===== src/rtl/vcc_tok_pkg.sv =====
// ---------------------------------------------------------------------------
// vcc_tok_pkg
// Shared types and helpers for the C lexer front end.
//   tok_kind_e : kind of an emitted token (reserved / identifier / number / EOF)
//   op_code_e  : operator and keyword codes carried on tok_code for RESERVED
//   KW_STR_*   : keyword spellings, first character in bits [7:0], zero padded
//   KW_LEN_*   : keyword lengths in characters
//   is_digit / is_alpha / is_alnum / is_space : ASCII character classes
//   is_single_op / single_op_code : operators that are complete after one char
//   is_op2_lead / op2_sel         : operators that may take a trailing '='
// ---------------------------------------------------------------------------
package vcc_tok_pkg;

  typedef enum logic [1:0] {
    TK_RESERVED = 2'd0,
    TK_IDENT    = 2'd1,
    TK_NUM      = 2'd2,
    TK_EOF      = 2'd3
  } tok_kind_e;

  typedef enum logic [4:0] {
    OP_ADD     = 5'd0,
    OP_SUB     = 5'd1,
    OP_MUL     = 5'd2,
    OP_DIV     = 5'd3,
    OP_LPAR    = 5'd4,
    OP_RPAR    = 5'd5,
    OP_LBRC    = 5'd6,
    OP_RBRC    = 5'd7,
    OP_SEMI    = 5'd8,
    OP_ASSIGN  = 5'd9,
    OP_EQ      = 5'd10,
    OP_NE      = 5'd11,
    OP_LT      = 5'd12,
    OP_LE      = 5'd13,
    OP_GT      = 5'd14,
    OP_GE      = 5'd15,
    KW_RETURN  = 5'd16,
    KW_IF      = 5'd17,
    KW_ELSE    = 5'd18,
    KW_FOR     = 5'd19,
    KW_WHILE   = 5'd20
  } op_code_e;

  // Keyword spellings packed little-end first so they line up with the
  // identifier buffer, whose first character sits in the low byte.
  localparam logic [63:0] KW_STR_RETURN = 64'h0000_6E72_7574_6572;
  localparam logic [63:0] KW_STR_IF     = 64'h0000_0000_0000_6669;
  localparam logic [63:0] KW_STR_ELSE   = 64'h0000_0000_6573_6C65;
  localparam logic [63:0] KW_STR_FOR    = 64'h0000_0000_0072_6F66;
  localparam logic [63:0] KW_STR_WHILE  = 64'h0000_0065_6C69_6877;

  localparam int KW_LEN_RETURN = 6;
  localparam int KW_LEN_IF     = 2;
  localparam int KW_LEN_ELSE   = 4;
  localparam int KW_LEN_FOR    = 3;
  localparam int KW_LEN_WHILE  = 5;

  // Selector for the pending two-character operator lead.
  localparam logic [1:0] OP2_EQ  = 2'd0;
  localparam logic [1:0] OP2_LT  = 2'd1;
  localparam logic [1:0] OP2_GT  = 2'd2;
  localparam logic [1:0] OP2_NOT = 2'd3;

  function automatic logic is_digit(input logic [7:0] c);
    return (c >= 8'h30) && (c <= 8'h39);
  endfunction

  // Underscore counts as a letter so it may start an identifier.
  function automatic logic is_alpha(input logic [7:0] c);
    return ((c >= 8'h41) && (c <= 8'h5A)) || ((c >= 8'h61) && (c <= 8'h7A)) || (c == 8'h5F);
  endfunction

  function automatic logic is_alnum(input logic [7:0] c);
    return is_alpha(c) || is_digit(c);
  endfunction

  function automatic logic is_space(input logic [7:0] c);
    return (c == 8'h20) || (c == 8'h09) || (c == 8'h0A) || (c == 8'h0D);
  endfunction

  function automatic logic is_single_op(input logic [7:0] c);
    return (c == 8'h2B) || (c == 8'h2D) || (c == 8'h2A) || (c == 8'h2F) ||
           (c == 8'h28) || (c == 8'h29) || (c == 8'h7B) || (c == 8'h7D) ||
           (c == 8'h3B);
  endfunction

  function automatic op_code_e single_op_code(input logic [7:0] c);
    case (c)
      8'h2D:   return OP_SUB;
      8'h2A:   return OP_MUL;
      8'h2F:   return OP_DIV;
      8'h28:   return OP_LPAR;
      8'h29:   return OP_RPAR;
      8'h7B:   return OP_LBRC;
      8'h7D:   return OP_RBRC;
      8'h3B:   return OP_SEMI;
      default: return OP_ADD;
    endcase
  endfunction

  function automatic logic is_op2_lead(input logic [7:0] c);
    return (c == 8'h3D) || (c == 8'h3C) || (c == 8'h3E) || (c == 8'h21);
  endfunction

  function automatic logic [1:0] op2_sel(input logic [7:0] c);
    case (c)
      8'h3C:   return OP2_LT;
      8'h3E:   return OP2_GT;
      8'h21:   return OP2_NOT;
      default: return OP2_EQ;
    endcase
  endfunction

endpackage


===== src/rtl/tok_kw_match.sv =====
// ---------------------------------------------------------------------------
// tok_kw_match
// Combinational keyword recogniser for a finished identifier.
//   i_buf   : identifier chars, first char in [7:0], zero padded
//   i_len   : identifier length in chars
//   o_isKw  : identifier is exactly one of return/if/else/for/while
//   o_code  : matching KW_* code (OP_ADD when o_isKw is 0)
// ---------------------------------------------------------------------------
module tok_kw_match
  import vcc_tok_pkg::*;
#(
  parameter int ID_MAX = 8,
  parameter int LEN_W  = 4
) (
  input  logic [8*ID_MAX-1:0] i_buf,
  input  logic [LEN_W-1:0]    i_len,
  output logic                o_isKw,
  output op_code_e            o_code
);

  // Keywords fit in eight chars, so only the first eight buffer bytes matter;
  // the length check rules out longer identifiers with a matching prefix.
  logic [63:0] w_buf8;

  for (genvar k = 0; k < 8; k++) begin : g_byte
    if (k < ID_MAX) begin : g_used
      assign w_buf8[8*k +: 8] = i_buf[8*k +: 8];
    end else begin : g_pad
      assign w_buf8[8*k +: 8] = 8'h00;
    end
  end

  always_comb begin
    o_isKw = 1'b0;
    o_code = OP_ADD;
    if ((i_len == LEN_W'(KW_LEN_RETURN)) && (w_buf8 == KW_STR_RETURN)) begin
      o_isKw = 1'b1;
      o_code = KW_RETURN;
    end else if ((i_len == LEN_W'(KW_LEN_IF)) && (w_buf8 == KW_STR_IF)) begin
      o_isKw = 1'b1;
      o_code = KW_IF;
    end else if ((i_len == LEN_W'(KW_LEN_ELSE)) && (w_buf8 == KW_STR_ELSE)) begin
      o_isKw = 1'b1;
      o_code = KW_ELSE;
    end else if ((i_len == LEN_W'(KW_LEN_FOR)) && (w_buf8 == KW_STR_FOR)) begin
      o_isKw = 1'b1;
      o_code = KW_FOR;
    end else if ((i_len == LEN_W'(KW_LEN_WHILE)) && (w_buf8 == KW_STR_WHILE)) begin
      o_isKw = 1'b1;
      o_code = KW_WHILE;
    end
  end

endmodule


===== src/rtl/c_tokenizer.sv =====
// ---------------------------------------------------------------------------
// c_tokenizer
// Byte-serial C lexer producing a token stream for the parser stage.
// Ports:
//   clk, rst              : clock, synchronous active-high reset
//   in_valid/in_ready     : source byte handshake (in_ready is a peek signal:
//   in_char, in_last        a token-terminating char is left unconsumed)
//   tok_valid/tok_ready   : single-slot token output handshake
//   tok_kind/code/num/ident/pos : token payload
//   err, err_pos          : sticky lexical error and offending byte offset
// Build option TOKENIZER_LINECOL_EN adds tok_line/tok_col (1-based position
// of the token start); without it those ports and counters do not exist.
// ---------------------------------------------------------------------------
module c_tokenizer
  import vcc_tok_pkg::*;
#(
  parameter int NUM_W  = 32,
  parameter int ID_MAX = 8,
  parameter int POS_W  = 16
) (
  input  logic                clk,
  input  logic                rst,
  input  logic                in_valid,
  output logic                in_ready,
  input  logic [7:0]          in_char,
  input  logic                in_last,
  output logic                tok_valid,
  input  logic                tok_ready,
  output logic [1:0]          tok_kind,
  output logic [4:0]          tok_code,
  output logic [NUM_W-1:0]    tok_num,
  output logic [8*ID_MAX-1:0] tok_ident,
  output logic [POS_W-1:0]    tok_pos,
  output logic                err,
  output logic [POS_W-1:0]    err_pos
`ifdef TOKENIZER_LINECOL_EN
  ,
  output logic [15:0]         tok_line,
  output logic [15:0]         tok_col
`endif
);

  localparam int LEN_W = $clog2(ID_MAX + 1);

  localparam logic [2:0] S_SCAN  = 3'd0;
  localparam logic [2:0] S_NUM   = 3'd1;
  localparam logic [2:0] S_IDENT = 3'd2;
  localparam logic [2:0] S_OP2   = 3'd3;
  localparam logic [2:0] S_EOFP  = 3'd4;
  localparam logic [2:0] S_ERR   = 3'd5;

  logic [2:0]          r_state;
  logic [POS_W-1:0]    r_pos;
  logic [POS_W-1:0]    r_start;
  logic [NUM_W-1:0]    r_acc;
  logic [8*ID_MAX-1:0] r_ibuf;
  logic [LEN_W-1:0]    r_ilen;
  logic [1:0]          r_op2;
  logic                r_eofPend;
  logic                r_tokValid;
  logic [1:0]          r_tokKind;
  logic [4:0]          r_tokCode;
  logic [NUM_W-1:0]    r_tokNum;
  logic [8*ID_MAX-1:0] r_tokIdent;
  logic [POS_W-1:0]    r_tokPos;
  logic                r_err;
  logic [POS_W-1:0]    r_errPos;

  logic                w_canLoad;
  logic                w_inReady;
  logic                w_fire;
  logic                w_emit;
  logic                w_goErr;
  logic [2:0]          w_next;
  logic [POS_W-1:0]    w_errPos;
  logic [1:0]          w_kind;
  op_code_e            w_code;
  logic [NUM_W-1:0]    w_num;
  logic [8*ID_MAX-1:0] w_ident;
  logic [POS_W-1:0]    w_tpos;
  logic                w_isKw;
  op_code_e            w_kwCode;
  logic [NUM_W-1:0]    w_digitVal;

  tok_kw_match #(
    .ID_MAX (ID_MAX),
    .LEN_W  (LEN_W)
  ) u_kwMatch (
    .i_buf  (r_ibuf),
    .i_len  (r_ilen),
    .o_isKw (w_isKw),
    .o_code (w_kwCode)
  );

  // The output slot may take a new token when it is empty or being drained.
  assign w_canLoad  = !r_tokValid || tok_ready;
  assign w_digitVal = NUM_W'(in_char[3:0]);
  assign in_ready   = w_inReady && !rst;
  assign w_fire     = in_valid && in_ready;

  // Next-step decision: whether the current byte is consumed, whether a
  // token is emitted, and where the FSM goes. Emission that cannot load
  // leaves everything untouched, which stalls the byte stream.
  always_comb begin
    w_inReady = 1'b0;
    w_emit    = 1'b0;
    w_goErr   = 1'b0;
    w_next    = r_state;
    w_errPos  = r_pos;
    w_kind    = TK_RESERVED;
    w_code    = OP_ADD;
    w_num     = '0;
    w_ident   = '0;
    w_tpos    = r_start;
    case (r_state)
      S_SCAN: begin
        if (in_valid) begin
          if (is_space(in_char)) begin
            w_inReady = 1'b1;
            if (in_last) w_next = S_EOFP;
          end else if (is_digit(in_char)) begin
            w_inReady = 1'b1;
            w_next    = S_NUM;
          end else if (is_alpha(in_char)) begin
            w_inReady = 1'b1;
            w_next    = S_IDENT;
          end else if (is_single_op(in_char)) begin
            if (w_canLoad) begin
              w_inReady = 1'b1;
              w_emit    = 1'b1;
              w_code    = single_op_code(in_char);
              w_tpos    = r_pos;
              w_next    = in_last ? S_EOFP : S_SCAN;
            end
          end else if (is_op2_lead(in_char)) begin
            w_inReady = 1'b1;
            w_next    = S_OP2;
          end else begin
            w_goErr = 1'b1;
            w_next  = S_ERR;
          end
        end
      end
      S_NUM: begin
        // After the source's last byte no further char can extend the literal.
        if (r_eofPend || (in_valid && !is_digit(in_char))) begin
          if (w_canLoad) begin
            w_emit = 1'b1;
            w_kind = TK_NUM;
            w_num  = r_acc;
            w_next = r_eofPend ? S_EOFP : S_SCAN;
          end
        end else if (in_valid) begin
          w_inReady = 1'b1;
        end
      end
      S_IDENT: begin
        if (r_eofPend || (in_valid && !is_alnum(in_char))) begin
          if (w_canLoad) begin
            w_emit  = 1'b1;
            w_kind  = w_isKw ? TK_RESERVED : TK_IDENT;
            w_code  = w_isKw ? w_kwCode : OP_ADD;
            w_ident = w_isKw ? '0 : r_ibuf;
            w_next  = r_eofPend ? S_EOFP : S_SCAN;
          end
        end else if (in_valid) begin
          if (r_ilen == LEN_W'(ID_MAX)) begin
            w_goErr = 1'b1;
            w_next  = S_ERR;
          end else begin
            w_inReady = 1'b1;
          end
        end
      end
      S_OP2: begin
        if (!r_eofPend && in_valid && (in_char == 8'h3D)) begin
          if (w_canLoad) begin
            w_inReady = 1'b1;
            w_emit    = 1'b1;
            case (r_op2)
              OP2_LT:  w_code = OP_LE;
              OP2_GT:  w_code = OP_GE;
              OP2_NOT: w_code = OP_NE;
              default: w_code = OP_EQ;
            endcase
            w_next = in_last ? S_EOFP : S_SCAN;
          end
        end else if (r_eofPend || in_valid) begin
          // A lone '!' has no meaning; report it at the '!' itself.
          if (r_op2 == OP2_NOT) begin
            w_goErr  = 1'b1;
            w_errPos = r_start;
            w_next   = S_ERR;
          end else if (w_canLoad) begin
            w_emit = 1'b1;
            case (r_op2)
              OP2_LT:  w_code = OP_LT;
              OP2_GT:  w_code = OP_GT;
              default: w_code = OP_ASSIGN;
            endcase
            w_next = r_eofPend ? S_EOFP : S_SCAN;
          end
        end
      end
      S_EOFP: begin
        if (w_canLoad) begin
          w_emit = 1'b1;
          w_kind = TK_EOF;
          w_tpos = r_pos;
          w_next = S_SCAN;
        end
      end
      default: begin
      end
    endcase
  end

  // State, lexeme accumulation and the single-slot output register. Starting
  // values for acc/ident/op2 are loaded on every SCAN consume; only the one
  // matching the next state is ever read.
  always_ff @(posedge clk) begin
    if (rst) begin
      r_state    <= S_SCAN;
      r_pos      <= '0;
      r_start    <= '0;
      r_acc      <= '0;
      r_ibuf     <= '0;
      r_ilen     <= '0;
      r_op2      <= OP2_EQ;
      r_eofPend  <= 1'b0;
      r_tokValid <= 1'b0;
      r_tokKind  <= '0;
      r_tokCode  <= '0;
      r_tokNum   <= '0;
      r_tokIdent <= '0;
      r_tokPos   <= '0;
      r_err      <= 1'b0;
      r_errPos   <= '0;
    end else begin
      r_state <= w_next;
      if (w_fire) begin
        r_pos <= r_pos + POS_W'(1);
        if (in_last) r_eofPend <= 1'b1;
        case (r_state)
          S_SCAN: begin
            r_start <= r_pos;
            r_acc   <= w_digitVal;
            r_ibuf  <= {{(8*ID_MAX-8){1'b0}}, in_char};
            r_ilen  <= LEN_W'(1);
            r_op2   <= op2_sel(in_char);
          end
          S_NUM: begin
            r_acc <= (r_acc << 3) + (r_acc << 1) + w_digitVal;
          end
          S_IDENT: begin
            for (int k = 0; k < ID_MAX; k++) begin
              if (r_ilen == LEN_W'(k)) r_ibuf[8*k +: 8] <= in_char;
            end
            r_ilen <= r_ilen + LEN_W'(1);
          end
          default: begin
          end
        endcase
      end
      if (w_goErr) begin
        r_err      <= 1'b1;
        r_errPos   <= w_errPos;
        r_tokValid <= 1'b0;
      end else if (w_emit) begin
        r_tokValid <= 1'b1;
        r_tokKind  <= w_kind;
        r_tokCode  <= w_code;
        r_tokNum   <= w_num;
        r_tokIdent <= w_ident;
        r_tokPos   <= w_tpos;
      end else if (tok_ready) begin
        r_tokValid <= 1'b0;
      end
      // EOF closes this source; the next one starts counting from zero.
      if (w_emit && (r_state == S_EOFP)) begin
        r_pos     <= '0;
        r_eofPend <= 1'b0;
      end
    end
  end

  assign tok_valid = r_tokValid;
  assign tok_kind  = r_tokKind;
  assign tok_code  = r_tokCode;
  assign tok_num   = r_tokNum;
  assign tok_ident = r_tokIdent;
  assign tok_pos   = r_tokPos;
  assign err       = r_err;
  assign err_pos   = r_errPos;

`ifdef TOKENIZER_LINECOL_EN
  logic [15:0] r_line;
  logic [15:0] r_col;
  logic [15:0] r_startLine;
  logic [15:0] r_startCol;
  logic [15:0] r_tokLine;
  logic [15:0] r_tokCol;

  // Line/column of the next byte, plus the start of the lexeme in flight.
  // Tokens decided in NUM/IDENT/OP2 report the saved start; SCAN and EOFP
  // tokens start at the current position.
  always_ff @(posedge clk) begin
    if (rst) begin
      r_line      <= 16'd1;
      r_col       <= 16'd1;
      r_startLine <= 16'd1;
      r_startCol  <= 16'd1;
      r_tokLine   <= '0;
      r_tokCol    <= '0;
    end else begin
      if (w_fire) begin
        if (r_state == S_SCAN) begin
          r_startLine <= r_line;
          r_startCol  <= r_col;
        end
        if (in_char == 8'h0A) begin
          r_line <= r_line + 16'd1;
          r_col  <= 16'd1;
        end else begin
          r_col <= r_col + 16'd1;
        end
      end
      if (!w_goErr && w_emit) begin
        if ((r_state == S_SCAN) || (r_state == S_EOFP)) begin
          r_tokLine <= r_line;
          r_tokCol  <= r_col;
        end else begin
          r_tokLine <= r_startLine;
          r_tokCol  <= r_startCol;
        end
      end
      if (w_emit && (r_state == S_EOFP)) begin
        r_line <= 16'd1;
        r_col  <= 16'd1;
      end
    end
  end

  assign tok_line = r_tokLine;
  assign tok_col  = r_tokCol;
`endif

endmodule


===== config.mk =====
export PLATFORM = sky130hd
export DESIGN_NAME = c_tokenizer
export DESIGN_NICKNAME = d
export VERILOG_FILES = /design/src/rtl/vcc_tok_pkg.sv /design/src/rtl/tok_kw_match.sv /design/src/rtl/c_tokenizer.sv
export SDC_FILE = /design/constraint.sdc
export NUM_CORES = 1
export LEC_CHECK = 0
export CORE_MARGIN = 4
export CORE_UTILIZATION = 45
export CTS_BUF_LIST = sky130_fd_sc_hd__clkbuf_8
export DETAILED_ROUTE_END_ITERATION = 12
export PLACE_DENSITY = 0.7
export SLEW_MARGIN = 25
export SYNTH_ARGS = -nofsm -noshare
export SYNTH_HDL_FRONTEND = slang
export SYNTH_HIERARCHICAL = 1
export SYNTH_SLANG_ARGS = --single-unit

===== constraint.sdc =====
create_clock -name clk -period 3.09 [get_ports clk]
set_input_delay 0.309 -clock clk [delete_from_list [all_inputs] [get_ports clk]]
set_output_delay 0.309 -clock clk [all_outputs]
set_load 0.02 [all_outputs]

==> summary.md <==
| Metric | Value |
|---|---|
| Final Wtd Congestion | 0.937 |
| Failing checks | setup timing |
| Starting density of the core | 0.462 |
| Final antenna-violating net count | 0 |
| Worst setup margin | -4.00 ps |
| Clock root buffer master | clkbuf_8 |
| Switching Share | 0.317 |
| Mapped Cells | 1506 |
| Max FO, Critical Path | 3 |
| Met2 usage | 0.354 |
| Drt pass-1 iters | 6 |
| Die area | roughly 33000 µm² |
| Area leader, netlist | dfxtp_1 |
| Share of cells above drive strength 1 | 0.133 |
| Via count | between 10000 and 15000 |
| CP startpoint | r_acc[0]$_SDFFE_PP0P_ |
| Pre-CTS WS | -706 ps |
| Routing usage on met3 | 0.0465 |
| CTS Buf Count | 48 |
| CTS sink cnt | ~280 |
| Slew @ Worst Pin | ~1000 ps |
| Hold_sp | rst |
| Number of synthesized flops with an enable pin | 0 |
| Multi-input gate area | 7560 µm² |
| Power Internal | 6600 µW |
| Logic gate share of total power | 0.258 |
| Vias per cell | 5.61 |
| Register area share after synthesis | 0.410 |
| Critical Path End | r_acc[30]$_SDFFE_PP0P_ |
| Hold Buf Count CTS | 0 |
| Die height | 181 µm |
| CTS tree | yes |
| H-tree Lvls | 2 |
| Total grt overflow | 0 |
| Final setup viols | 1 |
| Critical Path End Type | flop |
| # rows | 62 |
| Ys Warns | 6 |
| Area growth, synth to finish | 27.9% |
| Worst Skew | roughly 26 ps |
| Seq pwr share | 0.401 |
| Share of the synthesized area in the top cell type | 0.410 |
| Critical path data arrival time | roughly 3600 ps |
| Slew Limit Headroom | 0.350 |
| Total Routing Usage GR | 0.219 |
| Fin crit period | around 3100 ps |
| Mapped Nets | around 1600 |
| RSZ-0062 raised after global routing | true |
| Synth top area cells | dfxtp_1, nor2_1, mux2i_1 |
| Final #Nets | 1795 |
| Sw power | 3070 µW |
| Async S/R FF share, synth | 0 |
| Initial DRC Count | roughly 900 |
| FMAX | between 300 and 400 MHz |
| DR WL/cell | between 15 and 20 µm |
| DP Wirelength | between 20 and 30 mm |
| Worst R2R Path Depth | 11 |
| Worst-path clk slew | approximately 60 ps |
| Core ar. | just under 30000 µm² |
| Worst EP required | ~3600 ps |
| Final setup TNS | -4.00 ps |
| Hold crit path type | in2reg |
| RR Endpoint | r_acc[30]$_SDFFE_PP0P_ |
| Met1 usage | 0.297 |
| Final worst path period share | 1.00 |
| #FFs+latches synth | roughly 280 |
| Die Wd | approximately 180 µm |
| N_diodes | 0 |
| Clk_lat worst skew | roughly 570 ps |
| FF-to-FF setup slack | -4 ps |
| Drc violations | 0 |
| Setup crit start kind | flop |
| Largest net degree at the start of global routing | 186 |
| # fillers | between 2000 and 3000 |
| First-pass GRT wire length | about 61 mm |
| I/O Buffers | 150 |
| I/O Pins | roughly 150 |
| Leakage | approximately 0.0068 µW |
| Count of cell types in the netlist | 81 |
| Max VDD drop | between 0.5 and 0.6 mV |
| Fin. max-slew vios | 0 |
| Final wirelength | about 37 mm |
| Register area | 5510 µm² |
| Gr busiest metal | met2 |
| Max-cap violations | 0 |
| Vias in the first global route | about 12000 |
| Reg2reg start | r_acc[0]$_SDFFE_PP0P_ |
| Outcome | finished, violations left |
| Pwr Total | about 9700 µW |
| Syn avg cell area | 8.92 µm² |
| Worst setup path class | reg2reg |
| Final Hold Fails | 0 |
| Initial antenna violation count | 0 |
| Clock Power Share | 0.341 |
| Pwr Density | ~560 nW/µm² |
| Most common flop cell mapped by yosys | dfxtp_1 |
| Deepest clock path buffer count | 3 |
| Mapped cell area | approximately 13000 µm² |
critical path, cell delays in order (launching register included):
cell	delay (ps)
dfxtp_4	360
fa_2	470
fa_2	370
a21o_1	230
a2bb2oi_4	200
a211oi_4	100
a2111oi_4	370
buf_4	180
nor3b_2	50
o221a_2	300
o21a_1	170
o31ai_1	210
cell usage after synthesis (all sizes together) (13+ instances only):
cell / count
a211oi: 49
a21oi: 45
a22oi: 114
and2: 13
buf: 31
clkbuf: 73
dfxtp: 275
ha: 67
inv: 22
mux2i: 108
nand2: 62
nand3: 38
nand4: 16
nor2: 297
nor3: 20
nor3b: 15
nor4: 16
o21ai: 38
xnor2: 18
xor2: 20
cells by family after synthesis:
logic type                 synth area share
adders and majority gates            0.0654
and+or+nand+nor                       0.208
AOI/OAI and AO/OA                     0.171
buffers and inverters                0.0402
xor gates and xnor gates             0.0248
muxes                                0.0805
DFF                                   0.410
other                              0.000279
cells in the final DEF (no fill, tap or decap), drive strengths merged, types with 11 or more instances in the layout:
cell type | synthesis | final
nand2 | 62 | 62
nand4 | 16 | 16
nor3 | 20 | 20
a22oi | 114 | 114
a21oi | 45 | 45
dfxtp | 275 | 275
a211oi | 49 | 49
clkdlybuf4s50 | 0 | 148
and2 | 13 | 13
ha | 67 | 67
nor3b | 15 | 15
and3 | 12 | 12
nor4 | 16 | 16
buf | 31 | 112
mux2i | 108 | 108
nand3 | 38 | 38
xor2 | 20 | 20
o21ai | 38 | 38
clkbuf | 73 | 57
xnor2 | 18 | 18
nor2 | 297 | 297
nand3b | 11 | 11
inv | 22 | 33
state kept, by name (all words and copies together) (netlist names):
register / cells
r_ilen: 4
r_acc: 32
tok_kind: 2
r_op2: 2
err_pos: 16
err: 1
tok_num: 32
r_state: 3
r_start: 16
tok_ident: 64
r_ibuf: 64
r_eofPend: 1
r_pos: 16
tok_pos: 16
tok_valid: 1
tok_code: 5
cell type report:
class                   count  area share
clock inverters            23     0.00976
multi-input cells        1104       0.440
flip-flops and latches    275       0.321
well taps                 384      0.0280
clock buffers              57      0.0457
repair buffers            261       0.150
inverters                  23     0.00510
worst min path at each step:
stage | end | slack [ps] | depth (start not counted)
finish | r_start[4]$_SDFFE_PP0P_ | 260 | 3
global route | r_pos[14]$_SDFFE_PP0P_ | 280 | 4
CTS | r_pos[14]$_SDFFE_PP0P_ | 240 | 4
detailed placement | err$_SDFFE_PP0P_ | 480 | 2
global placement | err$_SDFFE_PP0P_ | 460 | 2
floorplan | r_acc[31]$_SDFFE_PP0P_ | 430 | 2
power by group through the flow:
| stage | Clock, µW | Sequential [µW] | Combinational (µW) |
|---|---|---|---|
| after floorplan | 0 | 4150 | 1210 |
| after global placement | 0 | 3950 | 2440 |
| after detailed placement | 0 | 3950 | 2470 |
| after CTS | 3380 | 3880 | 2480 |
| after global routing | 3560 | 3910 | 2690 |
| final | 3300 | 3880 | 2490 |
per-stage QoR:
step	hold slack (ps)	cell area, µm²	util	instances
floorplan	432	13400	-	1506
global placement	455	16000	0.551	2044
detailed placement	476	16000	0.551	2044
CTS	242	17000	0.585	2124
global route	278	17200	0.590	2127
finish	256	17200	0.590	2127
routing by layer:
layer	routed length, µm	vias to the layer above
li1	-	5864
met1	17000	5698
met2	16900	312
met3	2120	57
met4	768	0
met5	0	-
what timing repair did:
item,4_1_cts,5_1_grt
setup endpoints to repair,6,13
setup buffers,0,3
resized for setup,7,23
pin swaps,2,11
No activity file was read; power rests on OpenSTA's default activity.
